File: config.mk
export PLATFORM = sky130hd
export DESIGN_NAME = time_of_day_counter
export DESIGN_NICKNAME = d
export VERILOG_FILES = /design/src/rtl/clock_pkg.sv /design/src/rtl/sync_edge_detect.sv /design/src/rtl/time_of_day_counter.sv
export SDC_FILE = /design/constraint.sdc
export NUM_CORES = 1
export LEC_CHECK = 0
export ABC_AREA = 1
export BUFFER_PORTS_ARGS = -buffer_cell sky130_fd_sc_hd__buf_4
export CAP_MARGIN = 20
export CORE_AREA = 2 2 71 73
export DETAILED_ROUTE_END_ITERATION = 8
export DIE_AREA = 0 0 73 75
export PLACE_DENSITY_LB_ADDON = 0.1
export SYNTH_ARGS = -nofsm -noshare
export SYNTH_HDL_FRONTEND = slang
export SYNTH_SLANG_ARGS = --single-unit
File: constraint.sdc
create_clock -name clk -period 3.07 [get_ports clk]
set_input_delay 0.307 -clock clk [delete_from_list [all_inputs] [get_ports clk]]
set_output_delay 0.307 -clock clk [all_outputs]
set_load 0.01 [all_outputs]
File: src/rtl/clock_pkg.sv
// Shared widths and limits for the time-of-day counter slice.
package clock_pkg;

  localparam int SEC_W  = 6;
  localparam int MIN_W  = 6;
  localparam int HOUR_W = 5;
  localparam int LED_W  = 17;

  localparam logic [5:0] SEC_MAX = 6'd59;
  localparam logic [5:0] MIN_MAX = 6'd59;

  // Saturate a loaded switch value to the largest legal field value.
  function automatic logic [5:0] clamp6(input logic [5:0] v, input logic [5:0] lim);
    return (v > lim) ? lim : v;
  endfunction

endpackage

File: src/rtl/sync_edge_detect.sv
// Multi-flop synchroniser on an asynchronous level plus a one-cycle
// rising-edge pulse. Usable for the prescaler output or set buttons.
module sync_edge_detect #(
  parameter int SYNC_STAGES = 2
) (
  input  logic clk,
  input  logic rstn,
  input  logic din,
  output logic tick
);

  logic [SYNC_STAGES-1:0] sync_q, sync_d;
  logic                   prev_q, prev_d;

  // Shift the level through the synchroniser and remember the last stage.
  always_comb begin
    sync_d = {sync_q[SYNC_STAGES-2:0], din};
    prev_d = sync_q[SYNC_STAGES-1];
  end

  // Synchroniser and edge-history state; reset discards any pending edge.
  always_ff @(posedge clk) begin
    if (!rstn) begin
      sync_q <= '0;
      prev_q <= 1'b0;
    end else begin
      sync_q <= sync_d;
      prev_q <= prev_d;
    end
  end

  assign tick = sync_q[SYNC_STAGES-1] & ~prev_q;

endmodule

File: src/rtl/time_of_day_counter.sv
// Hours:minutes:seconds counter advanced by the synchronised 1 Hz
// prescaler edge, with switch loading and run/stop gating.
module time_of_day_counter
  import clock_pkg::*;
#(
  parameter int SYNC_STAGES  = 2,
  parameter int HOUR_MODULUS = 24
) (
  input  logic              clk,
  input  logic              rstn,
  input  logic              second_clk,
  input  logic              clock_on,
  input  logic              hour_set,
  input  logic              minute_set,
  input  logic [5:0]        time_set,
  output logic [SEC_W-1:0]  seconds,
  output logic [MIN_W-1:0]  minutes,
  output logic [HOUR_W-1:0] hours,
  output logic              min_carry,
  output logic              hour_carry,
  output logic              day_rollover,
  output logic [LED_W-1:0]  leds
);

  localparam logic [5:0]        HOUR_MAX   = 6'(HOUR_MODULUS - 1);
  localparam logic [HOUR_W-1:0] HOUR_MAX_H = HOUR_W'(HOUR_MODULUS - 1);

  logic              tick;
  logic [SEC_W-1:0]  sec_q, sec_d;
  logic [MIN_W-1:0]  min_q, min_d;
  logic [HOUR_W-1:0] hour_q, hour_d;
  logic              min_carry_q, min_carry_d;
  logic              hour_carry_q, hour_carry_d;
  logic              day_rollover_q, day_rollover_d;
  logic [LED_W-1:0]  leds_q, leds_d;

  sync_edge_detect #(
    .SYNC_STAGES(SYNC_STAGES)
  ) u_second_edge (
    .clk (clk),
    .rstn(rstn),
    .din (second_clk),
    .tick(tick)
  );

  // Loads take priority over counting, so a tick during a set is dropped;
  // the full carry chain resolves in a single cycle.
  always_comb begin
    sec_d          = sec_q;
    min_d          = min_q;
    hour_d         = hour_q;
    min_carry_d    = 1'b0;
    hour_carry_d   = 1'b0;
    day_rollover_d = 1'b0;
    leds_d         = {hour_q, min_q, sec_q};
    if (hour_set || minute_set) begin
      if (hour_set) begin
        hour_d = HOUR_W'(clamp6(time_set, HOUR_MAX));
      end
      if (minute_set) begin
        min_d = clamp6(time_set, MIN_MAX);
        sec_d = '0;
      end
    end else if (tick && clock_on) begin
      if (sec_q >= SEC_MAX) begin
        sec_d       = '0;
        min_carry_d = 1'b1;
        if (min_q >= MIN_MAX) begin
          min_d        = '0;
          hour_carry_d = 1'b1;
          if (hour_q >= HOUR_MAX_H) begin
            hour_d         = '0;
            day_rollover_d = 1'b1;
          end else begin
            hour_d = hour_q + 5'd1;
          end
        end else begin
          min_d = min_q + 6'd1;
        end
      end else begin
        sec_d = sec_q + 6'd1;
      end
    end
  end

  // Counter, pulse and LED registers.
  always_ff @(posedge clk) begin
    if (!rstn) begin
      sec_q          <= '0;
      min_q          <= '0;
      hour_q         <= '0;
      min_carry_q    <= 1'b0;
      hour_carry_q   <= 1'b0;
      day_rollover_q <= 1'b0;
      leds_q         <= '0;
    end else begin
      sec_q          <= sec_d;
      min_q          <= min_d;
      hour_q         <= hour_d;
      min_carry_q    <= min_carry_d;
      hour_carry_q   <= hour_carry_d;
      day_rollover_q <= day_rollover_d;
      leds_q         <= leds_d;
    end
  end

  assign seconds      = sec_q;
  assign minutes      = min_q;
  assign hours        = hour_q;
  assign min_carry    = min_carry_q;
  assign hour_carry   = hour_carry_q;
  assign day_rollover = day_rollover_q;
  assign leds         = leds_q;

endmodule

# Word level (Yosys, flattened, before mapping)

Index checks and enable logic that the tools add are counted.

Bits in registers: 40
Input port bits: 12
Output and inout bits: 37
Word-level logic and storage cells: 56

Add/subtract/negate cells: 3
Magnitude comparators: 5
Eq/ne operators: 2
Mux-type cells: 20
Bitwise gates (word level): 6
Reductions and logical operators: 11

Operators by type and width:

| operator              | count |
|---|---|
| $mux W6               | 10 |
| $mux W5               | 7 |
| $add A6 B1 Y6 const B | 2 |
| $ge A6 B6 Y1 const B  | 2 |
| $gt A6 B5 Y1 const B  | 1 |
| $gt A6 B6 Y1 const B  | 1 |
| $reduce_bool A2 Y1    | 3 |
| $add A5 B1 Y5 const B | 1 |
| $ge A5 B5 Y1 const B  | 1 |
| $not A1 Y1            | 5 |
| $reduce_or A5 Y1      | 1 |
| $ne A2 B2 Y1 const B  | 2 |
| $reduce_and A4 Y1     | 1 |
| $reduce_or A4 Y1      | 1 |
| $mux W1               | 3 |
| $reduce_and A3 Y1     | 1 |
| $reduce_or A3 Y1      | 1 |
| $reduce_and A2 Y1     | 1 |
| $and A1 B1 Y1         | 1 |
| $logic_and A1 B1 Y1   | 1 |
| $logic_or A1 B1 Y1    | 1 |

# Longest topological paths before layout

Word-level depth: 6
Mapped depth: 10
Mapped depth without buffers: 10

# By module

Synthesis repeated with hierarchy kept, for this count alone.

Cells, all modules: 251
Area, all modules: 1804.2 sq um

Modules (own cells, without submodules):

| module              | times used | cells each | area each (sq um) | sequential area each (sq um) |
|---|---|---|---|---|
| time_of_day_counter | 1          | 240        | 1711.6            | 740.7 |
| sync_edge_detect    | 1          | 11         | 92.6              | 60.1 |

# Worst setup path before layout

OpenSTA, ideal clock, no wires.

Path kind: register to register
From: register min_q[0] (netlist: minutes[0])
To: register min_q[2] (netlist: minutes[2])
Setup time: 118 ps
Arrival time: 1254 ps
Data required time: 2952 ps
Slack: 1698 ps
Stages on the path, launching flop included: 9
Path buffers: 0
Clock period less this slack: 1372 ps
Cells stage by stage: dfxtp_1 ha_1 inv_1 nand2_1 nand3_2 nand2_1 nor2_1 nor3_1 nor2_1

Longest elaborated chain between the ends: 5
Elaborated cells between the ends (all ways): 6
Classes of those cells: add/sub: 1; order compare: 1; mux: 4

RTL lines:

| element                                              | line                                                 | source |
|---|---|---|
| from (decl)                                          | time_of_day_counter.sv:30                            | `logic [MIN_W-1:0] min_q, min_d;` |
| from (signal assigned)                               | time_of_day_counter.sv:98                            | `min_q <= min_d;` |
| $add A6 B1 Y6 / $ge A6 B6 Y1 (equally long branches) | time_of_day_counter.sv:78, time_of_day_counter.sv:68 |  |
| $mux W6 *                                            | time_of_day_counter.sv:68                            | `if (min_q >= MIN_MAX) begin` |
| $mux W6 *                                            | time_of_day_counter.sv:65                            | `if (sec_q >= SEC_MAX) begin` |
| $mux W6 *                                            | time_of_day_counter.sv:64                            | `end else if (tick && clock_on) begin` |
| $mux W6 *                                            | time_of_day_counter.sv:56                            | `if (hour_set \|\| minute_set) begin` |

Mark *: on every way between the ends. The rest lies on a longest branch, timed or not. The select of a mux whose other input is x is not followed.
A chain may end at the register's enable or synchronous reset.

# Worst setup path after layout

Same ends and word-level chain as after synthesis.

==> results.sh <==
export IMPL_status="finished, final reports clean"
export IMPL_post_drt_wl_per_cell_um=10.9
export IMPL_max_cap_violations=0
export IMPL_synth_avg_cell_area_um2=7.20
export IMPL_dr_pass1_iters=4
export IMPL_num_nets_final=318
export IMPL_clk_pin_slew_ps=80
export IMPL_numCtsBuffers=5
export IMPL_num_antenna_cells=0
export IMPL_synth_top_cells_by_count="nand2_1 (59), dfxtp_1 (40), inv_1 (38), nor2_1 (38), nand3_1 (21)"
export IMPL_setup_viol=0
export IMPL_critical_path_top_delay_family="simple AND/OR/NAND/NOR gates"
export IMPL_fin_skew_ps=9.10
export IMPL_ys_warn_count=0
export IMPL_track_usage=0.156
export IMPL_max_stage_delay_ps=460
export IMPL_ios=49
export IMPL_ctsHoldBuffers=0
export IMPL_report_final_slew_viol_count=0
export IMPL_drt_iter0_markers=107
export IMPL_syn_nets=269
export IMPL_max_freq_mhz=641
export IMPL_cts_sinks=40
export IMPL_io_buffers=48
export IMPL_ys_ff_latch=40
export IMPL_worst_pin_slew_ps=366
export IMPL_drc=0
export IMPL_period_needed_ps=1560
export IMPL_via_per_inst=4.62
export IMPL_dp_hpwl_um=2980
export IMPL_grt_max_degree=37
export IMPL_clk_insertion_delay_late_ps=290
export IMPL_start_util=0.392
export IMPL_synthCells=254
export IMPL_synth_top_cell_by_area="dfxtp_1"
export IMPL_clock_path_buffers=2
export IMPL_cp_cell_sequence="ha_1, inv_1, nand2_1, nand3_2, nand2_1, nor2_1, nor3_1, nor2_1"
export IMPL_grt_pass1_vias=1432
export IMPL_drive_gt1_frac=0.237
export IMPL_leakagePower_nw=1.25
export IMPL_synth_edf_count=0
export IMPL_powerDensity_nw_per_um2=455
export IMPL_place_gp_congestion=0.775
export IMPL_critPathBufInv=1
export IMPL_dp_slack_ps=1500
export IMPL_critPathMaxFanout=7
export IMPL_finalCritPeriodShare=0.508
export IMPL_worstSetupEndpointType="flop"
export IMPL_hold_class="input pin to flop"
export IMPL_crit_type="flop to flop"
export IMPL_worst_ep_arrival_time_ps=1750
export IMPL_netlist_area_um2=1830
export IMPL_grt_ovfl_total=0
export IMPL_relSlewSlack=0.755
export IMPL_tritoncts="done"
export IMPL_synth_seq_area_share=0.438
export IMPL_fin_hold_ws_ps=201
export IMPL_rows=25
export IMPL_async_reset_ff_frac=0
export IMPL_start_kind="flop"
export IMPL_grt_antenna_before_repair=0
export IMPL_ys_flop_type="dfxtp_1"
export IMPL_hold_viol_final=0
export IMPL_cts_root_buffer="clkbuf_8"
export IMPL_synth_top_area_frac=0.438
export IMPL_synthToLayoutAreaGrowth_pct=25.6
export IMPL_die_w_um=73
export IMPL_layout_setup_ws_ps=1510
export IMPL_coreArea_um2=4660
export IMPL_vias=1655
export IMPL_cts_max_level=2
export IMPL_cp_required_ps=3260
export IMPL_grt_first_pass_wirelength_um=6490
export IMPL_antenna_left=0
export IMPL_cts_resized=0
export IMPL_dieArea_um2=5480
export IMPL_rsz0062_at_grt="no"
export IMPL_post_cts_buffers=0
export IMPL_dieHeight_um=75
export IMPL_yosysMostFrequentCell="nand2_1"
export IMPL_wl_um=3910
export IMPL_tns_ps=0
export IMPL_synth_area_leaders="dfxtp_1 (44%), nand2_1 (12%), inv_1 (7.8%), nor2_1 (7.8%), nand3_1 (5.7%)"
export IMPL_cp_slowest_cell="dfxtp_1"
export IMPL_synthDistinctLibCells=29
export IMPL_peakVddDrop_mv=0.204
## metal layers
metal,share of wire,global-route usage
met3,0.065,0.0549
met5,0,0
met2,0.45,0.245
met4,0.011,0.0556
met1,0.48,0.199
## cell families (layout without fill, tap and decap cells)
family,count (synthesis),count (layout),synth area share
xor+xnor,4,4,0.0191
simple gates,136,136,0.337
compound gates,24,24,0.0746
buf+inv,47,97,0.111
flops,40,40,0.438
fa+ha+maj,3,3,0.0205
## path summary, 6_finish.rpt
path | startpoint | end | slack (ps) | depth (start not counted)
max | minutes[0]$_SDFFE_PN0P_ | minutes[2]$_SDFFE_PN0P_ | 1510 | 8
min | second_clk | u_second_edge.sync_q[0]$_SDFF_PN0_ | 200 | 3
max reg2reg | minutes[0]$_SDFFE_PN0P_ | minutes[2]$_SDFFE_PN0P_ | 1510 | 8
min reg2reg | u_second_edge.sync_q[0]$_SDFF_PN0_ | u_second_edge.sync_q[1]$_SDFF_PN0_ | 420 | 2
## registers in the layout (all words and copies together), names as in the netlist
signal	cells
min_carry	1
seconds	6
leds	17
hours	5
u_second_edge.prev_q	1
hour_carry	1
u_second_edge.sync_q	2
minutes	6
day_rollover	1
## layout make-up
class	instances	area, µm²
clock buffer	5	68.8
clock inverter	3	18.8
fill	492	2360
inverter	41	156
multi-input combinational	167	825
sequential	40	801
tap	54	67.6
timing repair buffer	48	360
## power breakdown
| group | switching, W | total [W] | internal [W] |
|---|---|---|---|
| Sequential | 0.0000220 | 0.000562 | 0.000540 |
| Combinational | 0.0000796 | 0.000142 | 0.0000622 |
| Clock | 0.000183 | 0.000341 | 0.000158 |
| Total | 0.000285 | 0.00105 | 0.000760 |
## tightest hold or removal path: stages
cell and delay (ps):
buf_4 80, nand2_1 40, inv_1 40
## cell usage in the layout, fill, tap and decap left out
cell and instances:
nand2_1 59, buf_4 48, dfxtp_1 40, inv_1 38
nor2_1 38, nand3_1 21, o21ai_0 11, o21ai_1 6
clkbuf_8 5, xor2_1 4, nand2_2 3, nand2_4 3
nand4_1 3, a21oi_1 3, ha_1 3, inv_2 2
nor2_4 2, nor2_2 2, nor3_1 2, clkinv_2 2
nand3_2 1, nor4_2 1, o21ai_4 1, a31oi_1 1
inv_4 1, nand3b_1 1, a21boi_1 1, o22ai_1 1
clkinv_4 1
## through the flow
step / util / cell area [µm²] / total power [W] / std cells
after global routing: 0.493 / 2300 / 0.00110 / 358
after CTS: 0.493 / 2300 / 0.00106 / 358
after detailed placement: 0.474 / 2210 / 0.000718 / 350
final: 0.493 / 2300 / 0.00105 / 358
after floorplan: - / 1830 / 0.000659 / 254
after global placement: 0.474 / 2210 / 0.000717 / 350
(Power assumes the default switching activity.)
